===== config.mk =====
export PLATFORM = sky130hd
export DESIGN_NAME = fib_mem_sequencer
export DESIGN_NICKNAME = d
export VERILOG_FILES = /design/src/rtl/fib_mem_sequencer.sv
export SDC_FILE = /design/constraint.sdc
export NUM_CORES = 1
export LEC_CHECK = 0
export CORE_MARGIN = 3
export CORE_UTILIZATION = 57
export CTS_BUF_LIST = sky130_fd_sc_hd__clkbuf_16
export CTS_CLUSTER_DIAMETER = 80
export DETAILED_ROUTE_END_ITERATION = 8
export GPL_ROUTABILITY_DRIVEN = 0
export HOLD_SLACK_MARGIN = 0.08
export PLACE_DENSITY = 0.86
export SLEW_MARGIN = 40
export SYNTH_ARGS = -nofsm -noshare
export SYNTH_HDL_FRONTEND = slang
export SYNTH_SLANG_ARGS = --single-unit

===== constraint.sdc =====
create_clock -name clk -period 7 [get_ports clk]
set_input_delay 1.05 -clock clk [delete_from_list [all_inputs] [get_ports clk]]
set_output_delay 1.05 -clock clk [all_outputs]
set_load 0.02 [all_outputs]

===== src/rtl/fib_mem_sequencer.sv =====
// Fibonacci memory sequencer: fills memory with F(0)..F(N-1), then serves indexed read-backs.
// Sole initiator on the single-port memory interface.
`timescale 1ns/1ps
module fib_mem_sequencer #(
  parameter int unsigned DATA_W = 32,
  parameter int unsigned DEPTH  = 16,
  parameter int unsigned ADDR_W = 6
) (
  input  logic              clk,
  input  logic              rst,
  input  logic              start,
  input  logic [4:0]        count,
  output logic              busy,
  output logic              done,
  output logic              ovf,
  input  logic              rd_req,
  input  logic [3:0]        rd_index,
  output logic              rd_valid,
  output logic [DATA_W-1:0] rd_data,
  output logic              rd_err,
  output logic [ADDR_W-1:0] mem_address,
  output logic [DATA_W-1:0] mem_datain,
  output logic              mem_wr,
  input  logic [DATA_W-1:0] mem_dataout
);

  localparam int unsigned CntW = 5;

  typedef enum logic [2:0] {StIdle, StGen, StDone, StRdAddr, StRdData} state_e;

  state_e            state_q, state_d;
  logic [DATA_W-1:0] a_q, b_q;
  // Taint bits mark terms whose true value no longer fits in DATA_W.
  logic              a_tnt_q, b_tnt_q;
  logic [CntW-1:0]   i_q, n_q, n_valid_q;
  logic [3:0]        idx_q;
  logic              ovf_q, rd_valid_q, rd_err_q;
  logic [DATA_W-1:0] rd_data_q;

  logic [CntW-1:0]   n_clamp;
  logic [DATA_W:0]   sum;
  logic              rd_hit;

  assign n_clamp = (count > CntW'(DEPTH)) ? CntW'(DEPTH) : count;
  assign sum     = {1'b0, a_q} + {1'b0, b_q};
  assign rd_hit  = ({1'b0, idx_q} < n_valid_q);

  // State register.
  always_ff @(posedge clk or negedge rst) begin
    if (!rst) state_q <= StIdle;
    else      state_q <= state_d;
  end

  // Next-state logic and memory-port / status outputs.
  always_comb begin
    state_d     = state_q;
    mem_wr      = 1'b0;
    mem_address = '0;
    mem_datain  = '0;
    unique case (state_q)
      StIdle: begin
        // start wins over rd_req; a simultaneous read is dropped.
        if (start)       state_d = (n_clamp == '0) ? StDone : StGen;
        else if (rd_req) state_d = StRdAddr;
      end
      StGen: begin
        mem_wr      = 1'b1;
        mem_address = ADDR_W'(i_q);
        mem_datain  = a_q;
        if (i_q + CntW'(1) == n_q) state_d = StDone;
      end
      StDone:   state_d = StIdle;
      StRdAddr: begin
        mem_address = ADDR_W'(idx_q);
        state_d     = StRdData;
      end
      StRdData: begin
        mem_address = ADDR_W'(idx_q);
        state_d     = StIdle;
      end
      default:  state_d = StIdle;
    endcase
  end

  // Generator datapath, term bookkeeping and read-back capture.
  always_ff @(posedge clk or negedge rst) begin
    if (!rst) begin
      a_q        <= '0;
      b_q        <= '0;
      a_tnt_q    <= 1'b0;
      b_tnt_q    <= 1'b0;
      i_q        <= '0;
      n_q        <= '0;
      n_valid_q  <= '0;
      idx_q      <= '0;
      ovf_q      <= 1'b0;
      rd_valid_q <= 1'b0;
      rd_err_q   <= 1'b0;
      rd_data_q  <= '0;
    end else begin
      rd_valid_q <= 1'b0;
      rd_err_q   <= 1'b0;
      case (state_q)
        StIdle: begin
          if (start) begin
            n_valid_q <= '0;
            ovf_q     <= 1'b0;
            a_q       <= '0;
            b_q       <= DATA_W'(1);
            a_tnt_q   <= 1'b0;
            b_tnt_q   <= 1'b0;
            i_q       <= '0;
            n_q       <= n_clamp;
          end else if (rd_req) begin
            idx_q <= rd_index;
          end
        end
        StGen: begin
          a_q       <= b_q;
          b_q       <= sum[DATA_W-1:0];
          a_tnt_q   <= b_tnt_q;
          b_tnt_q   <= sum[DATA_W] | a_tnt_q | b_tnt_q;
          if (a_tnt_q) ovf_q <= 1'b1;
          i_q       <= i_q + CntW'(1);
          n_valid_q <= i_q + CntW'(1);
        end
        StRdData: begin
          rd_valid_q <= 1'b1;
          rd_err_q   <= ~rd_hit;
          rd_data_q  <= rd_hit ? mem_dataout : '0;
        end
        default: ;
      endcase
    end
  end

  assign busy     = (state_q != StIdle);
  assign done     = (state_q == StDone);
  assign ovf      = ovf_q;
  assign rd_valid = rd_valid_q;
  assign rd_err   = rd_err_q;
  assign rd_data  = rd_data_q;

endmodule


Word level (Yosys, flattened, before mapping)

Index checks and enable logic that the tools add are counted.

Add/sub/neg operators: 2
Bitwise gates (word level): 4
Order comparisons: 2
Reduce and logical (&&, ||, !) cells: 10
Equal/unequal tests: 9
Mux-type cells: 23

Operators by type and width:

| operator              | number |
|---|---|
| $mux W32              | 4 |
| $pmux W32 S2          | 2 |
| $add A32 B32 Y33      | 1 |
| $pmux W5 S2           | 2 |
| $mux W5               | 2 |
| $mux W3               | 3 |
| $pmux W3 S3           | 1 |
| $eq A3 B2 Y1 const B  | 2 |
| $ne A2 B2 Y1 const B  | 3 |
| $pmux W1 S2           | 3 |
| $reduce_and A2 Y1     | 3 |
| $reduce_and A3 Y1     | 2 |
| $add A5 B1 Y5 const B | 1 |
| $eq A5 B5 Y1          | 1 |
| $gt A5 B5 Y1 const B  | 1 |
| $logic_not A5 Y1      | 1 |
| $lt A4 B5 Y1          | 1 |
| $mux W1               | 5 |
| $eq A3 B1 Y1 const B  | 1 |
| $eq A3 B3 Y1 const B  | 1 |
| $logic_not A3 Y1      | 1 |
| $ne A3 B3 Y1 const B  | 1 |
| $reduce_bool A3 Y1    | 1 |
| $mux W2               | 1 |
| other kinds (4)       | 6 |

Input bits: 45
Register bits: 118

Depth between registers and ports, before layout

Word-level depth: 6
Depth in mapped cells: 9

Worst setup path before layout

No wires, ideal clock.

Path type: reg-to-output
Start: register state_q[2]
End: output mem_datain[10]
Arrival time: 1.773 ns
Data required time: 5.950 ns
Cell stages (with the launch flop): 8
Slack: 4.177 ns
Buffers on the path: 3
Path through: dfrtp_1 -> nand2b_1 -> nand2b_1 -> buf_2 -> inv_1 -> clkbuf_1 -> clkbuf_1 -> and2_1

Word-level cells in the longest chain between the ends: 2

RTL lines:

| what                   | line | text |
|---|---|---|
| from (decl)            | 31   | `state_e state_q, state_d;` |
| from (signal assigned) | 50   | `if (!rst) state_q <= StIdle;` |
| from (signal assigned) | 51   | `else state_q <= state_d;` |
| $eq A3 B1 Y1           | 60   | `unique case (state_q)` |
| $mux W32               | 60   |  |
| to (decl)              | 22   | `output logic [DATA_W-1:0] mem_datain,` |

No other way between the ends.

Worst setup path after layout

Ends and elaborated chain as after synthesis.

==> results.txt <==
- Result of the run: completed
- The final layout contains a little over 900 nets.
* Remaining DRCs: 0
- Number of sinks on the clock net: 118
- In this run the power density over the cells is 478 nW/um^2.
- Pin count of the biggest net entering global routing: 72
- Count of yosys warnings during synthesis: 0
- In the global route stage, overall resource usage came out at between 20 and 30%.
- Commonest cells after routing, fill and taps aside: nand2_1, dfrtp_1, clkdlybuf4s50_1
- From bottom edge to top edge, the die measures 115 um.
* Worst Setup Start Kind: flip-flop
- After clock tree synthesis, the clock-pin slew on the worst setup and hold paths is ~60 ps.
- Number of nets produced by synthesis: 807
- Vias in the first global route: 6045
* Peak supply drop: 0.000286 V
* Synth Instances: 725
* Count of filler cells inserted in the layout: between 700 and 800
- The final critical path takes up 62.9% of the cycle.
* Bufs on Longest Clock Path: 2
* Fin crit period: 4400 ps
- Once the floorplan was initialized, standard cells occupied 60.1% of the core.
- Buffers placed on the I/O ports in this run total about 120.
- Mean instance size in the synthesized netlist: 9.26 um^2
* Placed cell areas: 7960 um^2
- The post-route netlist has under 10% of its cells at a drive strength greater than 1.
- Dividing the detail-routed wire length by the instance count gives 17.8 um.
- After legalization and detailed placement, the total HPWL measured about 12 mm.
* Top area cells in the synthesized netlist: dfrtp_1, nand2_1, ha_1
- At the worst endpoint, the required time is 5950 ps.
* Die width: between 100 and 150 um
- Deepest level of the CTS H-tree: 4
* Initial antenna violation count: 0
- Routed Wire Length: roughly 17 mm
* Largest clock skew in the final design: approximately 10 ps
- The total count of hold-check failures in the final report is 0.
- After synthesis the netlist holds a flip-flop and latch count of ~120.
* Accumulated negative setup slack: 0 ps
- The tree is rooted in a clkbuf_16.
- The library cell used most frequently in the layout, excluding fill and tap cells, is nand2_1.
- After synthesis, the netlist uses 69 different library cells.
- For this run, the leading register cell type out of synthesis is dfrtp_1.
- Critical path peak fanout: 41
- Hold buffer count at CTS: 0
- TritonCTS Buffers: 17
* Final count of pins violating max slew: 0
- Sequential area share after synthesis: 44.0%
* EDFF count, synth: 0
* Arrival time at the worst endpoint: approximately 3400 ps
- Area of the die: approximately 13000 um^2
- Worst hold-check path type: reg2reg
* First-pass iteration count of the detailed router: 5
- Max Fclk: approximately 230 MHz
- Clock insertion delay at the later pin of the skew report: 420 ps
* Number of antenna repair diodes: 0
* Standard-cell rows: 38
* Average via count per standard cell: approximately 6.1
- Leakage: 3.79 nW
- Worst slew slack as a fraction of its limit: 52.1%
- Once the clock tree was built, the resizer swapped 0 gates to a different size.
- For this block, the via count after detailed routing is 5956.
- STA classifies the critical path endpoint as an output pin.
- TritonCTS clock tree: done
- After synthesis, the largest area contributor takes up between 40% and 50% of total cell area.
* Number of nets with antenna violations after detailed routing: 0
- Wire length of the first global-routing pass: 28.8 mm
- At the pin with the least slew margin, the transition time is 711 ps.
- Setup violations remaining at the end of the flow were counted as 0.
- Area Growth Syn to Fin: 28.1%
- Kind of critical path: reg2out
- After floorplanning, the core was sized to cover ~11000 um^2.
* Reg2reg setup slack: between 3000 and 4000 ps
- Post-layout instance area: 8600 um^2
- The number of setup buffers added after CTS is 0.
* Largest area contributor in the synthesized netlist: dfrtp_1
- Async set or reset register ratio after synthesis: 100%
* Unrepaired setup endpoints after global routing: no
- Max-cap violations in this run came to 0.
- Cell area after synthesis: approximately 6700 um^2
- After the first detailed-routing iteration, the DRC count stood at between 400 and 500.
* Number of top-level pins: roughly 120
- Congestion Overflow GR: 0
## cell type report
cell class,count,area [um^2],area share (%)
Timing Repair Buffer,125,1240,14.4
Multi-Input combinational cell,551,3540,41.2
Clock inverter,15,210,2.44
Clock buffer,17,425,4.95
Tap cell,140,175,2.04
Inverter,15,56.3,0.655
Sequential cell,118,2950,34.3
## registers in the layout, indices dropped and copies added, names as in the netlist
signal	cells
rd_data	32
a_q	32
rd_err	1
rd_valid	1
b_tnt_q	1
ovf	1
state_q	3
n_q	5
n_valid_q	5
idx_q	4
a_tnt_q	1
b_q	32
## per-stage QoR
stage	setup WS, ps	hold slack [ps]	cells	util [%]	total power, mW
final	2600	477	981	77.0	4.11
after global routing	2400	506	981	77.0	4.39
after CTS	2610	485	981	76.9	4.11
after detailed placement	3090	470	949	71.2	3.14
after global placement	3210	462	949	71.2	3.05
after floorplan	4180	469	725	-	2.47
## per-layer routing
layer / vias to the layer above / share of wire [%] / track usage [%]
met2: 231 / 51 / 46.2
met3: 47 / 5.7 / 6.03
met4: 0 / 2.4 / 10.9
met5: - / 0 / 0
met1: 2868 / 41 / 34.4
li1: 2810 / - / -
## synth_stat cells (4+ instances only)
cell type  instances
nand2_1          129
dfrtp_1          118
o21ai_0           85
ha_1              36
and2_1            35
a21oi_1           34
a22o_1            34
clkbuf_1          31
nor2_1            25
xor2_1            17
inv_1             14
xnor2_1           14
a21o_1            10
nand2b_1           9
nor3_1             9
nand4_1            8
a211oi_1           6
a31oi_1            6
buf_1              6
nand3_1            6
o21a_1             6
mux2_2             5
a221o_1            4
and3_1             4
mux2i_1            4
o211ai_1           4
o21ai_1            4
## cell families (layout without fill, tap and decap cells)
| kind of cell | after synthesis | count (layout) | share of synthesized area (%) |
|---|---|---|---|
| flip-flops | 118 | 118 | 44.0 |
| XOR/XNOR | 31 | 31 | 4.05 |
| AND/OR/NAND/NOR | 242 | 242 | 16.8 |
| buffers and inverters | 56 | 172 | 3.24 |
| other | 1 | 1 | 0.0559 |
| adder cells (fa/ha/maj) | 37 | 37 | 7.01 |
| multiplexers | 9 | 9 | 1.44 |
| AO/OA/AOI/OAI | 231 | 231 | 23.4 |
## where the power goes
part | total, mW | internal, mW | switching, mW
clock network | 0.936 | 0.627 | 0.309
logic | 1.99 | 0.804 | 1.18
registers | 1.19 | 0.959 | 0.228
## worst max-delay path, stage by stage (launching register included)
cell             delay (ps)
dfrtp_1                 430
nand2b_1                250
nand2b_1                190
buf_4                   260
inv_2                   490
buf_4                   480
and2_1                  210
clkdlybuf4s50_1         610
## final timing paths
| path | to | cells after the start | start |
|---|---|---|---|
| max | mem_datain[10] | 7 | state_q[2] |
| min | rd_data[31] | 2 | rd_data[31] |
| max reg2reg | b_q[28] | 9 | a_q[0] |
| min reg2reg | rd_data[31] | 2 | rd_data[31] |
| max in group asynchronous | b_q[27] | 2 | rst |
| min in group asynchronous | a_q[9] | 1 | rst |
No activity file was read; power rests on OpenSTA's default activity.
